[src/rtl/fetch_stage.sv]
// ----------------------------------------------------------------------------
// fetch_stage
//   IF stage of a 5-stage pipeline. Owns the PC, drives the instruction
//   memory and loads the IF/ID pipeline register. A taken redirect from ID
//   squashes the instruction fetched behind it (no delay slot). If the i-mem
//   access is still outstanding when a redirect arrives, the stage enters
//   DRAIN, lets the wrong-path access finish, throws its data away and only
//   then jumps to the saved target.
//
// Ports
//   clk            rising-edge clock
//   reset          synchronous, active-high reset
//   stall          hazard stall: freeze PC and IF/ID
//   PCSrc[1:0]     00 sequential, 01 branch, 10 j/jal, 11 jr/jalr
//   BranchTarget   redirect target for PCSrc=01
//   JumpTarget     redirect target for PCSrc=10
//   RegTarget      forwarded rs value for PCSrc=11
//   imem_req       fetch request, high whenever not in reset
//   imem_addr      fetch address (the PC)
//   imem_rdata     instruction word, valid while imem_ready=1
//   imem_ready     access completes this cycle
//   IF_ID_Instr    instruction to ID (0 = bubble)
//   IF_ID_PCPlus4  PC+4 of IF_ID_Instr
//   IF_ID_Valid    IF_ID_Instr is a real instruction
//   fetch_busy     draining, or a request is waiting on the memory
// ----------------------------------------------------------------------------
module fetch_stage #(
    parameter logic [31:0] RESET_PC = 32'h0000_0000
) (
    input  logic        clk,
    input  logic        reset,
    input  logic        stall,
    input  logic [1:0]  PCSrc,
    input  logic [31:0] BranchTarget,
    input  logic [31:0] JumpTarget,
    input  logic [31:0] RegTarget,
    output logic        imem_req,
    output logic [31:0] imem_addr,
    input  logic [31:0] imem_rdata,
    input  logic        imem_ready,
    output logic [31:0] IF_ID_Instr,
    output logic [31:0] IF_ID_PCPlus4,
    output logic        IF_ID_Valid,
    output logic        fetch_busy
);

    typedef enum logic {
        FETCH = 1'b0,
        DRAIN = 1'b1
    } state_t;

    state_t      state, state_next;
    logic [31:0] pc, pc_next;
    logic [31:0] saved_tgt, saved_tgt_next;
    logic [31:0] instr_next, pcplus4_next;
    logic        valid_next;
    logic [31:0] redirect_raw, redirect_tgt, pc_plus4;

    assign pc_plus4     = pc + 32'd4;   // wraps modulo 2^32
    assign redirect_tgt = {redirect_raw[31:2], 2'b00};

    assign imem_req   = ~reset;
    // The PC only moves on a completed access, so the address is stable
    // for the whole life of an outstanding request.
    assign imem_addr  = pc;
    assign fetch_busy = (state == DRAIN) | (imem_req & ~imem_ready);

    always_comb begin
        redirect_raw = 32'h0;
        unique case (PCSrc)
            2'b01:   redirect_raw = BranchTarget;
            2'b10:   redirect_raw = JumpTarget;
            2'b11:   redirect_raw = RegTarget;
            default: redirect_raw = 32'h0;
        endcase
    end

    always_comb begin
        // NOTE: every combinational output gets a hold value first, so no
        // path through the case below can infer a latch.
        state_next     = state;
        pc_next        = pc;
        saved_tgt_next = saved_tgt;
        instr_next     = IF_ID_Instr;
        pcplus4_next   = IF_ID_PCPlus4;
        valid_next     = IF_ID_Valid;

        unique case (state)
            FETCH: begin
                // A stall freezes everything; returned data is dropped and
                // the same PC is fetched again once the stall clears.
                if (!stall) begin
                    if (PCSrc != 2'b00) begin
                        instr_next = 32'h0;
                        valid_next = 1'b0;
                        if (imem_ready) begin
                            pc_next = redirect_tgt;
                        end else begin
                            saved_tgt_next = redirect_tgt;
                            state_next     = DRAIN;
                        end
                    end else if (imem_ready) begin
                        instr_next   = imem_rdata;
                        pcplus4_next = pc_plus4;
                        valid_next   = 1'b1;
                        pc_next      = pc_plus4;
                    end else begin
                        instr_next = 32'h0;
                        valid_next = 1'b0;
                    end
                end
            end
            DRAIN: begin
                // The wrong-path access completes regardless of stall;
                // a stall only protects the IF/ID register.
                if (!stall) begin
                    instr_next = 32'h0;
                    valid_next = 1'b0;
                end
                if (imem_ready) begin
                    pc_next    = saved_tgt;
                    state_next = FETCH;
                end
            end
            default: state_next = FETCH;
        endcase
    end

    always_ff @(posedge clk) begin
        // NOTE: non-blocking assignments so every register samples the
        // pre-edge values, independent of statement order.
        if (reset) begin
            state         <= FETCH;
            pc            <= RESET_PC;
            saved_tgt     <= 32'h0;
            IF_ID_Instr   <= 32'h0;
            IF_ID_PCPlus4 <= 32'h0;
            IF_ID_Valid   <= 1'b0;
        end else begin
            state         <= state_next;
            pc            <= pc_next;
            saved_tgt     <= saved_tgt_next;
            IF_ID_Instr   <= instr_next;
            IF_ID_PCPlus4 <= pcplus4_next;
            IF_ID_Valid   <= valid_next;
        end
    end

endmodule

[config.mk]
export PLATFORM = sky130hd
export DESIGN_NAME = fetch_stage
export DESIGN_NICKNAME = d
export VERILOG_FILES = /design/src/rtl/fetch_stage.sv
export SDC_FILE = /design/constraint.sdc
export NUM_CORES = 1
export LEC_CHECK = 0
export ABC_AREA = 1
export CORE_AREA = 2 2 123 125
export DETAILED_ROUTE_END_ITERATION = 7
export DIE_AREA = 0 0 125 127
export PLACE_DENSITY = 0.8
export SLEW_MARGIN = 10
export SYNTH_ARGS = -nofsm -noshare
export SYNTH_HDL_FRONTEND = slang
export SYNTH_SLANG_ARGS = --single-unit
[constraint.sdc]
create_clock -name clk -period 2.2 [get_ports clk]
set_clock_uncertainty 0.1 [all_clocks]
set_input_delay 0.44 -clock clk [delete_from_list [all_inputs] [get_ports clk]]
set_output_delay 0.44 -clock clk [all_outputs]
set_load 0.1 [all_outputs]
### Word-level counts from Yosys, hierarchy flattened

Index checks and enable logic that the tools add are counted.

* output and inout bits: 99
* input port bits: 134
* bits in registers: 128
* logic and storage cells: 47

* muxes and demuxes: 21
* equal/unequal tests: 7
* bitwise gates (word level): 7
* $add $sub $neg: 1
* reduce and logical (&&, ||, !) cells: 5

Operators with widths (number)
* 2-to-1 mux 32 bit: 9
* case mux 32 bit (2 select lines): 2
* case mux 32 bit (3 select lines): 1
* adder 32 x 3 -> 32 bit, second input constant: 1
* != test 2 bit, second input constant: 4
* AND reduction 4 bit: 2
* 2-to-1 mux 1 bit: 7
* NOT 1 bit: 5
* equality test 2 bit, second input constant: 2
* case mux 1 bit (2 select lines): 2
* AND reduction 3 bit: 1
* equality test 2 x 1 -> 1 bit, second input constant: 1
* AND reduction 2 bit: 1
* nonzero test 2 bit: 1
* AND 1 bit: 1
* OR 1 bit: 1

### Logic depth before layout (Yosys ltp)

Gate-level depths: netlist of the first run.

* depth after elaboration: 6
* mapped depth: 12
* gate-level depth less buffers: 12

### Least setup slack after synthesis of the first run

No wires, ideal clock.

* path kind: register -> register
* from: register pc[2] (netlist: imem_addr[2])
* to: register pc[28] (netlist: imem_addr[28])
* cell stages (with the launch flop): 13
* period minus slack after synthesis: 2.527 ns
* arrival time: 2.297 ns
* setup slack: -0.327 ns
* buffers on the path: 0
* setup time: 0.131 ns
* path through: dfxtp_1 ha_1 nand2_2 nor2_4 nand2_4 nor2_4 nand2_1 nand2_1 nand2_1 nand2_1 nand2_1 nand2_1 a21oi_2

* longest elaborated chain between the ends: 5

RTL lines
* start, declared: RTL line 53 `logic [31:0] pc, pc_next;`
* start signal, assigned: RTL line 141 `pc <= pc_next;`
* adder 32 x 3 -> 32 bit: RTL line 59 `assign pc_plus4 = pc + 32'd4;`
* 2-to-1 mux 32 bit: RTL line 102 `end else if (imem_ready) begin`
* 2-to-1 mux 32 bit: RTL line 93 `if (PCSrc != 2'b00) begin`
* 2-to-1 mux 32 bit: RTL line 92 `if (!stall) begin`
* case mux 32 bit (2 select lines): RTL line 88 `unique case (state)`

No other way between the ends. The select of a mux whose other input is x is not followed.
A chain may end at the register's enable or synchronous reset.

### Final worst setup path of the first run

* from: input port imem_ready
* to: output port fetch_busy

* longest elaborated chain between the ends: 3

RTL lines
* start, declared: RTL line 40 `input logic imem_ready,`
* NOT 1 bit (no line)
* AND 1 bit: RTL line 66 `assign fetch_busy = (state == DRAIN) | (imem_req & ~imem_ready);`
* OR 1 bit: RTL line 66
* end, declared: RTL line 44 `output logic fetch_busy`

No other way between the ends.

==> flow_summary.toml, run 1 <==
[sta]
finalCritPeriodShare_pct = 92.0
slew_violations = 0
setup-tns-final_ns = 0
max_clock_freq_mhz = 494
grt_setup_unrepaired = "no"
hold_viol_final = 0
setup_viol = 0
period_needed_ns = 2.02
whs_ns = 0.353

[drt]
drt-pass1-iter-count = 6
num_vias = 6963
wire_per_inst_um = 14.3
first_iter_violations = 531
vias_per_cell = 5.04
routed_wl_um = 19800
route.detailed.drc = 0
ant_nets = 0

[worst_setup_path]
worstSetupPathType = "input port to output pin"
cp_cell_sequence = "clkdlybuf4s50_1, inv_1, nand2_1, nand2_2, buf_12"
required_ns = 1.66
cpMaxStageDelayCell = "clkdlybuf4s50_1"
crit_path_end_kind = "output pin"
crit_arrival_ns = 1.48
cpPeakStageDelay_ns = 0.56
path_max_fanout = 3
worst_setup_path_start_kind = "input port"

[clock_network]
root_buffer = "clkbuf_16"
cts_resized = 0
path_clk_slew_ns = 0.05
cts_max_path_buffers = 2
cts-buffers-inserted = 17
holdBufCountCts = 0
cts_tree = "done"
cts.sinks = 124
clock_latency_ns = 0.41
htreeDepth = 4
postCtsSetupBuffers = 0

[logic_synthesis]
synth-edff-count = 0
synthCells = 968
syn_area_per_cell_sq_um = 6.65
ys_warn_count = 0
ys_types = 39
synth_area_sq_um = 6440
synthArstFlopShare_pct = 0
synth_seq_cells = 124
synthFlopType = "dfxtp_1"
yosysSeqAreaShare_pct = 38.6

[flow_run]
maxCapViolCount = 0

[floorplan]
dieHeight_um = 127
die-area_sq_um = 15900
coreArea_sq_um = 14400
initial_utilization_pct = 44.6
die-width_um = 125
num_rows = 44
io_pins = 233

[hold_path]
hold_class = "flip-flop to flip-flop"

[placement]
port_buffers = 222
dp_hpwl_um = 14600
gp_congestion = 0.914

[power_and_ir_drop]
p_leak_nw = 4.05
ir_drop_mv = 0.572
powerDensity_nw_per_um2 = 723

[grt]
grt_pass1_vias = 6663
grt_pass1_wl_um = 32400
grt_start_max_net_pins = 79
grt_overflow_total = 0
antenna_found_initial = 0
grt.total_usage_pct = 25.0

[layout]
diodes = 0
area_growth_pct = 44.8
layout-drive-gt1-share_pct = 17.8
fill_cells = 1324
finalNetCount = 1320

[outcome]
status = "completed"
==> logic make-up (layout without fill, tap and decap cells) <==
| group | after synthesis | after routing | synth area share, % |
|---|---|---|---|
| compound gates | 187 | 187 | 16.7 |
| xor+xnor | 15 | 15 | 2.39 |
| fa+ha+maj | 1 | 1 | 0.194 |
| buf+inv | 129 | 356 | 9.17 |
| flops | 124 | 124 | 38.6 |
| other cells | 1 | 4 | 0.0582 |
| simple gates | 511 | 511 | 32.9 |
==> cells in the mapped netlist (11+ instances only) <==
library cell    n  area [sq um]
o21ai_0        44           220
buf_4          11          82.6
buf_2          17          85.1
nand3_1        41           205
clkbuf_1       24          90.1
o21bai_1       15           113
a21oi_1        94           470
inv_1          60           225
nand2_1       339          1270
dfxtp_1       124          2480
nor2_1         99           372
a211oi_1       12          90.1
==> layer usage <==
layer	vias to the layer above	GRT usage, %	wire [um]
met5	-	0	0
met4	0	9.61	566
li1	3502	-	-
met3	45	6.62	1580
met1	3157	29.8	7970
met2	259	43.4	9660
==> cell type report <==
class / instances / area, sq um / area share [%]
sequential: 124 / 2490 / 26.8
multi-input combinational: 718 / 3380 / 36.3
clock inverter: 10 / 138 / 1.48
inverter: 70 / 263 / 2.82
timing repair buffer: 254 / 2330 / 25.0
tap: 184 / 230 / 2.47
clock buffer: 22 / 484 / 5.19
==> power breakdown <==
part / internal (W) / switching (W) / total (W) / leakage [nW]
Combinational: 0.000484 / 0.000918 / 0.00140 / 2.74
Sequential: 0.00235 / 0.0000937 / 0.00244 / 1.01
Clock: 0.00190 / 0.00100 / 0.00290 / 0.290
==> registers in the layout, summed over array words and instances, names as in the netlist <==
name           flops
saved_tgt         30
imem_addr         30
IF_ID_PCPlus4     30
state              1
IF_ID_Instr       32
IF_ID_Valid        1
==> worst max-delay path: cells and delay by family <==
family / cells / cell delay [ns]
buffers and inverters: 3 / 0.85
and+or+nand+nor: 2 / 0.20
==> path summary, 6_finish.rpt <==
check                      start        endpoint  slack [ns]  cells past startpoint
setup / recovery      imem_ready      fetch_busy        0.18                      5
hold / removal    IF_ID_Instr[2]  IF_ID_Instr[2]        0.35                      2
setup reg to reg    imem_addr[3]   imem_addr[12]        0.29                     10
hold reg to reg   IF_ID_Instr[2]  IF_ID_Instr[2]        0.35                      2
==> cell usage in the layout (no fill, tap or decap), drive strengths merged <==
cell type,n
nand2,344
buf,128
clkdlybuf4s50,126
dfxtp,124
nor2,117
a21oi,100
inv,70
o21ai,45
nand3,42
clkbuf,22
o21bai,15
a211oi,12
xor2,12
o211ai,9
nand3b,5
clkinvlp,5
conb,4
xnor2,3
bufinv,3
a221oi,2
and2,2
o221ai,2
clkinv,2
o21a,1
nand4,1
o31ai,1
ha,1
==> per-stage QoR <==
stage	setup slack, ns	total power [W]	area [sq um]	instances	utilization, %
CTS	0.177	0.00679	9320	1382	64.6
detailed placement	-0.0141	0.00388	8700	1350	60.3
floorplan	0.00192	0.00338	6470	971	-
global route	0.117	0.00701	9320	1382	64.6
global placement	0.0310	0.00387	8700	1350	60.3
finish	0.175	0.00674	9320	1382	64.6
Note: power is estimated with default switching activity, not from simulation.
==> run 2: changes to the inputs <==
--- a/config.mk
+++ b/config.mk
@@ -9,8 +9,10 @@
 export CORE_AREA = 2 2 123 125
 export DETAILED_ROUTE_END_ITERATION = 7
 export DIE_AREA = 0 0 125 127
+export MAX_ROUTING_LAYER = met4
 export PLACE_DENSITY = 0.8
 export SLEW_MARGIN = 10
 export SYNTH_ARGS = -nofsm -noshare
 export SYNTH_HDL_FRONTEND = slang
 export SYNTH_SLANG_ARGS = --single-unit
+export TNS_END_PERCENT = 20
==> flow_summary.toml, run 2 (synthesized netlist as in run 1, its figures left out) <==
[power_and_ir_drop]
ir_drop_mv = 0.526
p_leak_nw = 4.05
powerDensity_nw_per_um2 = 704

[placement]
place_ws_ns = -0.0547
dp_cells = 1354
port_buffers = 222
placed_cell_area_sq_um = 8730
dp_hpwl_um = 14400
gp_congestion = 0.898

[layout]
design_area_sq_um = 9300
finalNetCount = 1324
area_growth_pct = 44.5
top_register = "IF_ID_Instr"
largest_reg_flops = 32
diodes = 0
stdcell_count = 1386
mostFrequentLayoutCells = "nand2_1, clkdlybuf4s50_1, buf_4, dfxtp_1, nor2_1"
layout-drive-gt1-share_pct = 17.6
layout_commonest_cell = "nand2_1"

[clock_network]
cts_resized = 0
cts-buffers-inserted = 17
cts.sinks = 124
htreeDepth = 4
root_buffer = "clkbuf_16"
holdBufCountCts = 0
cts_max_path_buffers = 2
path_clk_slew_ns = 0.05
cts_tree = "done"
clock_latency_ns = 0.41
postCtsSetupBuffers = 0

[drt]
dr_wl_met3_um = 1360
num_vias = 6947
wl_met2_um = 9770
wire_per_inst_um = 14.2
route.detailed.drc = 0
met1_length_um = 8230
drt-pass1-iter-count = 8
first_iter_violations = 539
topRoutingLayerUsed = "met4"
vias_per_cell = 5.01
ant_nets = 0
routed_wl_um = 19700

[worst_setup_path]
cpMaxStageDelayCell = "dfxtp_1"
startpoint = "state"
r2r-start = "imem_addr[3]"
path_buf_inv = 2
worst_setup_path_start_kind = "flip-flop"
required_ns = 1.66
worstSetupPathType = "flip-flop to output pin"
crit_arrival_ns = 1.54
ff2ff_setup_slack_ns = 0.33
crit_path_end_kind = "output pin"
cp_cell_sequence = "inv_2, nand2_1, buf_12"
crit_family = "buffers and inverters"
path_max_fanout = 22
cpPeakStageDelay_ns = 0.38

[sta]
grt_setup_unrepaired = "no"
finalWorstSetupSlack_ns = 0.122
setup_viol = 0
finalCritPeriodShare_pct = 94.5
max_clock_freq_mhz = 481
worst_pin_slew_ns = 0.892
period_needed_ns = 2.08
relSlewSlack_pct = 40.5
slew_violations = 0
whs_ns = 0.353
hold_viol_final = 0

[floorplan]
dieHeight_um = 127
io_pins = 233
die-width_um = 125
initial_utilization_pct = 44.6
num_rows = 44
coreArea_sq_um = 14400
die-area_sq_um = 15900

[grt]
grt_overflow_total = 0
grt.total_usage_pct = 25.4
grt_pass1_vias = 6471
grt_pass1_wl_um = 31900
antenna_found_initial = 0
grt_start_max_net_pins = 79

[outcome]
status = "completed"

[hold_path]
hp-start = "IF_ID_Instr[2]"
hold_class = "flip-flop to flip-flop"

[flow_run]
maxCapViolCount = 0
run 2: area by class of cell:
class,instances,area [sq um]
timing repair buffer,258,2370
tap,184,230
sequential,124,2490
fill,1307,5120
clock buffer,20,447
multi-input combinational,718,3380
inverter,70,263
clock inverter,12,123
run 2: final timing paths:
kind	end	depth (start not counted)
max	fetch_busy	3
min	IF_ID_Instr[2]	2
max reg2reg	imem_addr[22]	12
min reg2reg	IF_ID_Instr[2]	2
run 2: routing by layer:
layer | vias up | global-route usage (%)
met5 | - | -
met4 | 0 | 6.99
met3 | 30 | 5.74
met2 | 252 | 43.1
met1 | 3151 | 30.6
li1 | 3514 | -
run 2: power by group:
part | switching [W] | total, W | internal [W] | leakage (nW)
clock network | 0.00101 | 0.00270 | 0.00168 | 0.268
registers | 0.0000901 | 0.00243 | 0.00234 | 1.01
logic | 0.000924 | 0.00142 | 0.000495 | 2.77
run 2: worst reg2reg max path: stages, from the launching register on:
cell and delay, ns:
dfxtp_2 0.36, ha_1 0.20, nand2_2 0.08, nor2_4 0.15, nand2_4 0.14, nor2_4 0.22, nand2_1 0.07, nand2_1 0.06
nand2_1 0.08, nand2_1 0.10, nand2_1 0.05, nand2_1 0.07, a21oi_2 0.05
run 2: through the flow:
| step | power (W) | util [%] | TNS, ns |
|---|---|---|---|
| after detailed placement | 0.00389 | 60.6 | -0.0972 |
| after global placement | 0.00388 | 60.6 | -0.0516 |
| final | 0.00655 | 64.5 | 0 |
| after floorplan | 0.00337 | - | -0.511 |
| after CTS | 0.00658 | 64.5 | 0 |
| after global routing | 0.00683 | 64.5 | 0 |
==> run 3: changes to the inputs <==
--- a/config.mk
+++ b/config.mk
@@ -11,7 +11,7 @@
 export DIE_AREA = 0 0 125 127
 export MAX_ROUTING_LAYER = met4
 export PLACE_DENSITY = 0.8
-export SLEW_MARGIN = 10
+export SLEW_MARGIN = 40
 export SYNTH_ARGS = -nofsm -noshare
 export SYNTH_HDL_FRONTEND = slang
 export SYNTH_SLANG_ARGS = --single-unit
==> flow_summary.toml, run 3 (synthesized netlist as in run 1, its figures left out) <==
[flow_run]
maxCapViolCount = 0

[grt]
grt_overflow_total = 0
grt_start_max_net_pins = 55
grt_pass1_vias = 6652
antenna_found_initial = 0
grt_pass1_wl_um = 32600
grt.total_usage_pct = 26.0

[layout]
fin_util_pct = 65.4
layout_commonest_cell = "nand2_1"
largest_reg_flops = 32
layout-drive-gt1-share_pct = 17.7
mostFrequentLayoutCells = "nand2_1, clkdlybuf4s50_1, buf_4, dfxtp_1, nor2_1"
finalNetCount = 1325
area_growth_pct = 46.6
top_register = "IF_ID_Instr"
diodes = 0

[drt]
route.detailed.drc = 0
vias_per_cell = 5.06
num_vias = 7021
wire_per_inst_um = 14.3
drt-pass1-iter-count = 5
first_iter_violations = 522
routed_wl_um = 19800
ant_nets = 0

[floorplan]
die-area_sq_um = 15900
initial_utilization_pct = 44.6
coreArea_sq_um = 14400
dieHeight_um = 127
num_rows = 44
die-width_um = 125
io_pins = 233

[power_and_ir_drop]
p_leak_nw = 4.11
powerDensity_nw_per_um2 = 750
total_power_w = 0.00708
ir_drop_mv = 0.628

[clock_network]
root_buffer = "clkbuf_16"
cts_resized = 0
path_clk_slew_ns = 0.05
htreeDepth = 4
cts-buffers-inserted = 17
cts_max_path_buffers = 2
clock_latency_ns = 0.41
postCtsSetupBuffers = 0
cts_tree = "done"
cts.sinks = 124
holdBufCountCts = 0

[worst_setup_path]
cpPeakStageDelay_ns = 0.58
cpMaxStageDelayCell = "clkdlybuf4s50_1"
cp_cell_sequence = "clkdlybuf4s50_1, inv_1, nand2_1, nand2_1, buf_12"
cp_common_cell = "nand2_1"
crit_arrival_ns = 1.55
worstSetupPathType = "input port to output pin"
required_ns = 1.66
path_max_fanout = 3
crit_path_end_kind = "output pin"
worst_setup_path_start_kind = "input port"

[sta]
slew_violations = 0
grt_setup_unrepaired = "no"
finalCritPeriodShare_pct = 94.9
finalWorstSetupSlack_ns = 0.112
hold_viol_final = 0
period_needed_ns = 2.09
max_clock_freq_mhz = 479
setup_viol = 0

[placement]
gp_congestion = 0.898
dp_hpwl_um = 14500
port_buffers = 222
place_ws_ns = -0.0609

[outcome]
status = "completed"

[hold_path]
hold_class = "flip-flop to flip-flop"
==> run 3: cell count changes in the layout (fill, tap and decap cells not counted), sizes merged <==
cell      delta
clkbuf       +1
clkinvlp     -2
bufinv       +4
clkinv       -3
buf          +1
==> run 3: layout make-up <==
type	count	area [sq um]
fillers	1315	4990
multi-input cells	718	3380
flip-flops and latches	124	2490
repair buffers	259	2390
clock buffers	21	470
inverters	70	263
well taps	184	230
clock inverters	11	213
==> run 3: final timing paths <==
kind	from	end	slack (ns)	depth (start not counted)
worst max register to register	imem_addr[3]	imem_addr[14]	0.30	10
worst min register to register	IF_ID_Instr[2]	IF_ID_Instr[2]	0.35	2
worst min-delay path	IF_ID_Instr[2]	IF_ID_Instr[2]	0.35	2
worst max-delay path	imem_ready	fetch_busy	0.11	5
==> run 3: report_power, final <==
| part | internal [W] | total [W] | switching [W] |
|---|---|---|---|
| logic | 0.000498 | 0.00142 | 0.000924 |
| registers | 0.00234 | 0.00243 | 0.0000905 |
| clock network | 0.00221 | 0.00322 | 0.00101 |
==> run 3: worst max-delay path: cells and delay by family <==
family	cells	cell delay [ns]
buffers and inverters	3	0.90
and+or+nand+nor	2	0.21
==> run 3: metrics by stage <==
step,hold slack (ns),std cells,cell area [sq um],TNS (ns)
global placement,0.342,1354,8730,-0.0516
global route,0.366,1387,9440,0
finish,0.353,1387,9440,0
detailed placement,0.347,1355,8750,-0.105
CTS,0.355,1387,9440,0
floorplan,0.336,971,6460,-0.511
==> run 3: routing by layer <==
| layer | share of wire, % | global-route usage, % | routed length (um) | vias up |
|---|---|---|---|---|
| met4 | 3.4 | 11.0 | 684 | 0 |
| met3 | 7.4 | 6.37 | 1470 | 58 |
| met1 | 41 | 30.6 | 8080 | 3172 |
| met2 | 48 | 42.8 | 9590 | 267 |
| met5 | 0 | - | 0 | - |
| li1 | - | - | - | 3524 |
